==> config.mk <==
export PLATFORM = sky130hd
export DESIGN_NAME = fifo_write_arbiter
export DESIGN_NICKNAME = d
export VERILOG_FILES = /design/src/rtl/fifo_write_arbiter.sv
export SDC_FILE = /design/constraint.sdc
export NUM_CORES = 1
export LEC_CHECK = 0
export CAP_MARGIN = 0
export CORE_MARGIN = 1
export CORE_UTILIZATION = 30
export DETAILED_ROUTE_END_ITERATION = 12
export PLACE_DENSITY = 0.7
export SLEW_MARGIN = 40
export SYNTH_ARGS = -nofsm -noshare
export SYNTH_HDL_FRONTEND = slang
export SYNTH_SLANG_ARGS = --single-unit
==> constraint.sdc <==
create_clock -name clk -period 4.7 [get_ports clk]
set_input_delay 0.47 -clock clk [delete_from_list [all_inputs] [get_ports clk]]
set_output_delay 0.47 -clock clk [all_outputs]
set_load 0.005 [all_outputs]
==> src/rtl/fifo_write_arbiter.sv <==
// fifo_write_arbiter: round-robin arbiter sharing one FIFO write port among
// NUM_REQ valid/ready producers, granting bursts of up to MAX_BURST beats.
module fifo_write_arbiter #(
  parameter int unsigned NUM_REQ   = 4,
  parameter int unsigned DATA_W    = 8,
  parameter int unsigned MAX_BURST = 4,
  localparam int unsigned ID_W     = $clog2(NUM_REQ)
) (
  input  logic                      clk,
  input  logic                      rst,
  input  logic [NUM_REQ-1:0]        req_valid,
  input  logic [NUM_REQ*DATA_W-1:0] req_data,
  output logic [NUM_REQ-1:0]        req_ready,
  input  logic                      fifo_full,
  output logic                      fifo_we,
  output logic [DATA_W-1:0]         fifo_wdata,
  output logic                      grant_valid,
  output logic [ID_W-1:0]           grant_id,
  output logic [15:0]               wr_count
);

  localparam int unsigned BC_W = $clog2(MAX_BURST) + 1;

  localparam logic [0:0] S_IDLE  = 1'b0;
  localparam logic [0:0] S_GRANT = 1'b1;

  logic [0:0]      state_q, state_d;
  logic [ID_W-1:0] grant_id_q, grant_id_d;
  logic [ID_W-1:0] rr_ptr_q, rr_ptr_d;
  logic [BC_W-1:0] beat_cnt_q, beat_cnt_d;
  logic [15:0]     wr_count_q, wr_count_d;

  logic            win_found;
  logic [ID_W-1:0] win_id;
  logic            release_grant;

  logic [DATA_W-1:0] slice [NUM_REQ];

  // Unpack the flat producer data bus into per-producer words.
  for (genvar i = 0; i < NUM_REQ; i++) begin : g_slice
    assign slice[i] = req_data[i*DATA_W +: DATA_W];
  end

  // Round-robin search: first valid index at or above rr_ptr, wrapping.
  always_comb begin
    logic [ID_W-1:0] idx;
    idx       = '0;
    win_found = 1'b0;
    win_id    = '0;
    for (int k = int'(NUM_REQ) - 1; k >= 0; k--) begin
      idx = ID_W'((int'(rr_ptr_q) + k) % int'(NUM_REQ));
      if (req_valid[idx]) begin
        win_found = 1'b1;
        win_id    = idx;
      end
    end
  end

  // Next-state and combinational handshake outputs.
  always_comb begin
    state_d       = state_q;
    grant_id_d    = grant_id_q;
    rr_ptr_d      = rr_ptr_q;
    beat_cnt_d    = beat_cnt_q;
    wr_count_d    = wr_count_q;
    req_ready     = '0;
    fifo_we       = 1'b0;
    fifo_wdata    = slice[grant_id_q];
    release_grant = 1'b0;

    case (state_q)
      S_IDLE: begin
        if (win_found) begin
          grant_id_d = win_id;
          beat_cnt_d = '0;
          state_d    = S_GRANT;
        end
      end
      S_GRANT: begin
        req_ready[grant_id_q] = !fifo_full;
        fifo_we               = req_valid[grant_id_q] && !fifo_full;
        if (fifo_we) begin
          wr_count_d = wr_count_q + 16'd1;
          beat_cnt_d = beat_cnt_q + BC_W'(1);
          if (beat_cnt_q == BC_W'(MAX_BURST - 1)) begin
            release_grant = 1'b1;
          end
        end else if (!req_valid[grant_id_q]) begin
          release_grant = 1'b1;
        end
        // A full FIFO with a valid grantee just stalls; the grant is kept.
        if (release_grant) begin
          state_d  = S_IDLE;
          rr_ptr_d = (grant_id_q == ID_W'(NUM_REQ - 1)) ? '0 : grant_id_q + ID_W'(1);
        end
      end
      default: begin
        state_d = S_IDLE;
      end
    endcase
  end

  // State registers with synchronous reset.
  always_ff @(posedge clk) begin
    if (rst) begin
      state_q    <= S_IDLE;
      grant_id_q <= '0;
      rr_ptr_q   <= '0;
      beat_cnt_q <= '0;
      wr_count_q <= '0;
    end else begin
      state_q    <= state_d;
      grant_id_q <= grant_id_d;
      rr_ptr_q   <= rr_ptr_d;
      beat_cnt_q <= beat_cnt_d;
      wr_count_q <= wr_count_d;
    end
  end

  assign grant_valid = (state_q == S_GRANT);
  assign grant_id    = grant_id_q;
  assign wr_count    = wr_count_q;

endmodule

* Yosys cells after proc, flatten, opt, wreduce, memory -nomap -nowiden
Index checks and enable logic that the tools add are counted.
** Storage, ports and cells
- Bits in registers :: 24
- Input port bits :: 39
- Output and inout port bits :: 32
** Cells by class
- Add/sub/neg operators :: 6
- Magnitude comparators :: 7
- Equality and inequality tests :: 4
- Multiplexer cells :: 36
- Bitwise operators :: 3
- Reduce and logical (&&, ||, !) cells :: 7
** Operators with widths (number)
- 1-bit two-way mux :: 17
- 16-bit by 1-bit adder with 16-bit output, second input constant :: 1
- 8-bit binary-select mux with 2-bit select :: 1
- 8-bit two-way mux :: 2
- 2-bit by 3-bit less-than comparator with 1-bit output, second input constant :: 5
- 1-bit binary-select mux with 2-bit select :: 5
- 2-bit two-way mux :: 5
- 2-bit AND reduction :: 4
- 3-bit two-way mux :: 2
- 3-bit case mux with 2 select lines :: 1
- 2-bit by 1-bit adder with 2-bit output, second input constant :: 2
- 2-bit adder, second input constant :: 2
- 4-bit bitwise AND :: 1
- 4-bit two-way mux :: 1
- 3-bit by 1-bit adder with 3-bit output, second input constant :: 1
- 3-bit by 2-bit == test with 1-bit output, second input constant :: 1
- 3-bit >= comparator, second input constant :: 1
- 2-bit NOT with 3-bit output :: 1
- 1-bit demux with 2-bit select :: 1
- 2-bit == test, second input constant :: 1
- 2-bit by 1-bit >= comparator with 1-bit output, second input constant :: 1
- 1-bit logical AND :: 2
- 2-bit by 1-bit inequality test with 1-bit output, second input constant :: 1
- 2-bit inequality test, second input constant :: 1
- other kinds (3) :: 3

* Logic depth before layout (Yosys ltp)
- Depth in word-level cells :: 9
- Depth in mapped cells :: 6

* Worst setup path after synthesis
No wires, ideal clock.
- Path type :: input port to output port
- Start :: in req_valid[3]
- End :: out fifo_we
- Arrival time :: 1325 ps
- Required time :: 4230 ps
- Slack :: 2905 ps
- Stages on the path :: 4
- Path through :: mux4_2 -> nand2_1 -> buf_6 -> inv_1
** On the way
- Cells in the longest elaborated chain, start to end :: 4
** Ends and longest elaborated chain
- start: declaration :: RTL line 11 : input logic [NUM_REQ-1:0] req_valid,
- 1-bit binary-select mux with 2-bit select :: RTL line 81 : fifo_we = req_valid[grant_id_q] && !fifo_full;
- 1-bit two-way mux (implied by the code) :: RTL line 81
- 1-bit logical AND :: RTL line 81
- 1-bit two-way mux :: RTL line 71 : case (state_q)
- end: declaration :: RTL line 15 : output logic fifo_we,
No other way between the ends. The select of a mux whose other input is x is not followed.

* Final worst setup path
- Start :: reg grant_id_q[1] (netlist: grant_id[1])
- End :: out fifo_we
** On the way
- Cells in the longest elaborated chain, start to end :: 4
** Ends and longest elaborated chain
- start: declaration :: RTL line 28 : logic [ID_W-1:0] grant_id_q, grant_id_d;
- start signal: assignment :: RTL line 113 : grant_id_q <= grant_id_d;
- 1-bit binary-select mux with 2-bit select :: RTL line 81
- 1-bit two-way mux (implied by the code) :: RTL line 81
- 1-bit logical AND :: RTL line 81
- 1-bit two-way mux :: RTL line 71
No other way between the ends. The select of a mux whose other input is x is not followed.

==> reports/qor.txt <==
Status - completed
Leading area contributor after synthesis - dfxtp_1
Seq pwr share - 43.1%
Global-route wire length before repair - 5878 um
Post-Layout Cell Count - 282
Mapped Nets - 208
Skew-Pair Late Insertion Delay - 0.27 ns
Pre-antenna DRT Iters - 6
Wire per inst - 13.20 um
Die width - 71.74 um
Measured slew at the worst slew-check pin - 0.7716 ns
Fin area - 2253 um2
RSZ-0062 raised after global routing - false
WHS Path Cells - 2
Final setup TNS - 0 ns
Share of layout cells above drive strength 1 - 7.456%
Yosys Warn Count - 0
Slew Viols, Final - 0
WP data arrival - 2.60 ns
Placeable Area - 4692 um2
Fin crit period - 3.073 ns
Crit-path cells - mux4_2, nand2_1, inv_1, clkdlybuf4s50_1
Worst R2R End - wr_count[8]
Die ar. - 5146 um2
Final setup fails - 0
Yosys top cell area share - 32.93%
Drt first-iter violations - 49
Internal power - 393.4 uW
Largest net degree at the start of global routing - 27
Clock Path Buffers - 2
R2r worst-path depth - 4
Worst R2R Start - grant_id[0]
Combinational fraction of design power - 20.6%
Slew HR - 48.49%
Unique masters post-synth - 31
Post-DP Area - 2182 um2
Total global routing overflow - 0
Sw Share - 22.40%
CTS tree - done
Placed Instances - 278
Startpoint class of the critical path - flop
Routability cong. - 0.7252
P_sw - 113.5 uW
GR Util All Layers - 14.72%
CTS Sinks - 24
Detail Placement HPWL - 2957 um
Remaining DRCs - 0
Crit path max-delay family - flip-flops
WHS Endpoint - beat_cnt_q[1]
Setup CP Type - reg -> out
Cells after Synth - 162
IO Pins - 71
Total power - 506.9 uW
Mapped cell area - 1459 um2
Final net count - 275
Port bufs - 70
P per Cell Area - 224.9 nW/um2
Vias - 1,410
Critical path fanouts, max - 14
P&R area growth vs syn - 54.46%
Max-Cap Viols - 0
Clock power frac - 36.3%
CP max-delay cell - dfxtp_1
H-tree levels - 1
Initial antenna violation count - 0
FMAX - 325.4 MHz
Worst path bufs/invs - 2
Max IR drop VDD - 0.1838 mV
Clk_skew - 0.005658 ns
HP Start - beat_cnt_q[1]
Yosys reg bits - 24
Fin crit share - 65.39%
WL final - 3722 um
Mean area per synthesized cell - 9.006 um2
CP endpoint kind - primary output
Most common cell after layout, fill and taps aside - clkdlybuf4s50_1
Antenna Nets Post-Route - 0
Reg clk slew, reported paths - 0.08 ns
Type of the worst min-delay path - reg -> reg
Inserted Clock Buffers - 3
Final number of hold-violating endpoints - 0
Antenna diodes - 0
Setup Buffers After CTS - 0
Clk root buf - clkbuf_8
Leak - 0.0007590 uW
FP Rows - 25
Die Y - 71.74 um
Commonest cells after routing, fill and taps aside - 69 x clkdlybuf4s50_1, 24 x dfxtp_1, 17 x a21oi_1, 12 x nand2_1, 11 x nor2_1
Critical Path Max Stage Delay - 0.70 ns
Vias in the first global route - 1,286
CP required - 4.23 ns
Largest cells by area after synthesis - dfxtp_1 33%, mux4_2 14%, ha_1 6.0%
Initial Util - 31.09%
Register-to-Register Setup Slack - 2.41 ns
Post-CTS sizing - 0
Vias per std cell - 5.000
Sequential area share after synthesis - 32.93%
Hold buffer count at CTS - 0
## metal layers
| layer | GRT usage, % | share of wire (%) | vias to the layer above |
|---|---|---|---|
| li1 | - | - | 721 |
| met5 | 0 | 0 | - |
| met1 | 18.05 | 44 | 654 |
| met3 | 3.938 | 3.3 | 7 |
| met2 | 25.05 | 51 | 28 |
| met4 | 4.793 | 1.4 | 0 |
## registers in the layout, indices dropped and copies added, names as in the netlist
signal,cells
beat_cnt_q,3
rr_ptr_q,2
wr_count,16
grant_id,2
grant_valid,1
## through the flow
step	hold WS [ns]	worst slack, ns	util (%)
2_1_floorplan	0.4479	2.905	-
3_3_place_gp	0.4581	1.760	46.61
3_5_place_dp	0.4685	1.672	46.51
4_1_cts	0.4806	1.575	48.03
5_1_grt	0.5075	1.406	48.03
6_report	0.4764	1.627	48.03
## how the worst max path moves through the flow
stage            startpoint      end  depth (start not counted)
2_1_floorplan  req_valid[3]  fifo_we                          4
3_3_place_gp   req_valid[0]  fifo_we                          5
3_5_place_dp      fifo_full  fifo_we                          5
4_1_cts         grant_id[1]  fifo_we                          4
5_1_grt         grant_id[0]  fifo_we                          4
6_report        grant_id[1]  fifo_we                          4
## power by group through the flow
| stage | Clock, uW | Combinational (uW) | Sequential (uW) |
|---|---|---|---|
| 6_report | 184 | 104 | 218 |
| 5_1_grt | 197 | 113 | 220 |
| 4_1_cts | 188 | 106 | 219 |
| 3_5_place_dp | 0 | 105 | 223 |
| 3_3_place_gp | 0 | 104 | 223 |
| 2_1_floorplan | 0 | 48.0 | 217 |
## cell type report
| class | instances | area [um2] |
|---|---|---|
| Clock buffer | 3 | 41.29 |
| Inverter | 7 | 26.28 |
| Clock inverter | 1 | 30.03 |
| Timing Repair Buffer | 70 | 695.7 |
| Multi-Input combinational cell | 123 | 912.1 |
| Sequential cell | 24 | 480.5 |
| Tap cell | 54 | 67.56 |
| Fill cell | 460 | 2439 |
## cells in the mapped netlist, drive strengths merged
cell type and instances:
a21boi 1, a21oi 17, and2 5, and3 2, and4 1, buf 3
clkbuf 5, dfxtp 24, ha 7, inv 7, mux2i 2, mux4 9
nand2 12, nand2b 5, nand3 7, nand4 7, nor2 11, nor2b 2
nor3 2, nor4 1, o21a 1, o21ai 5, o221ai 1, o31ai 5
or2 2, or3 5, or4 7, xnor2 1, xor2 5
## cells by family after synthesis
family | Yosys count | synth area share [%]
buffers and inverters | 15 | 4.546
AOI/OAI and AO/OA | 30 | 11.75
muxes | 11 | 15.27
xor gates and xnor gates | 6 | 3.602
and+or+nand+nor | 69 | 25.90
DFF | 24 | 32.93
adders and majority gates | 7 | 6.003
## tightest hold or removal path, cell delays in order, from the launching register on
cell     delay [ns]
dfxtp_1        0.32
nand3_1        0.06
a21oi_1        0.06
(Power assumes the default switching activity.)
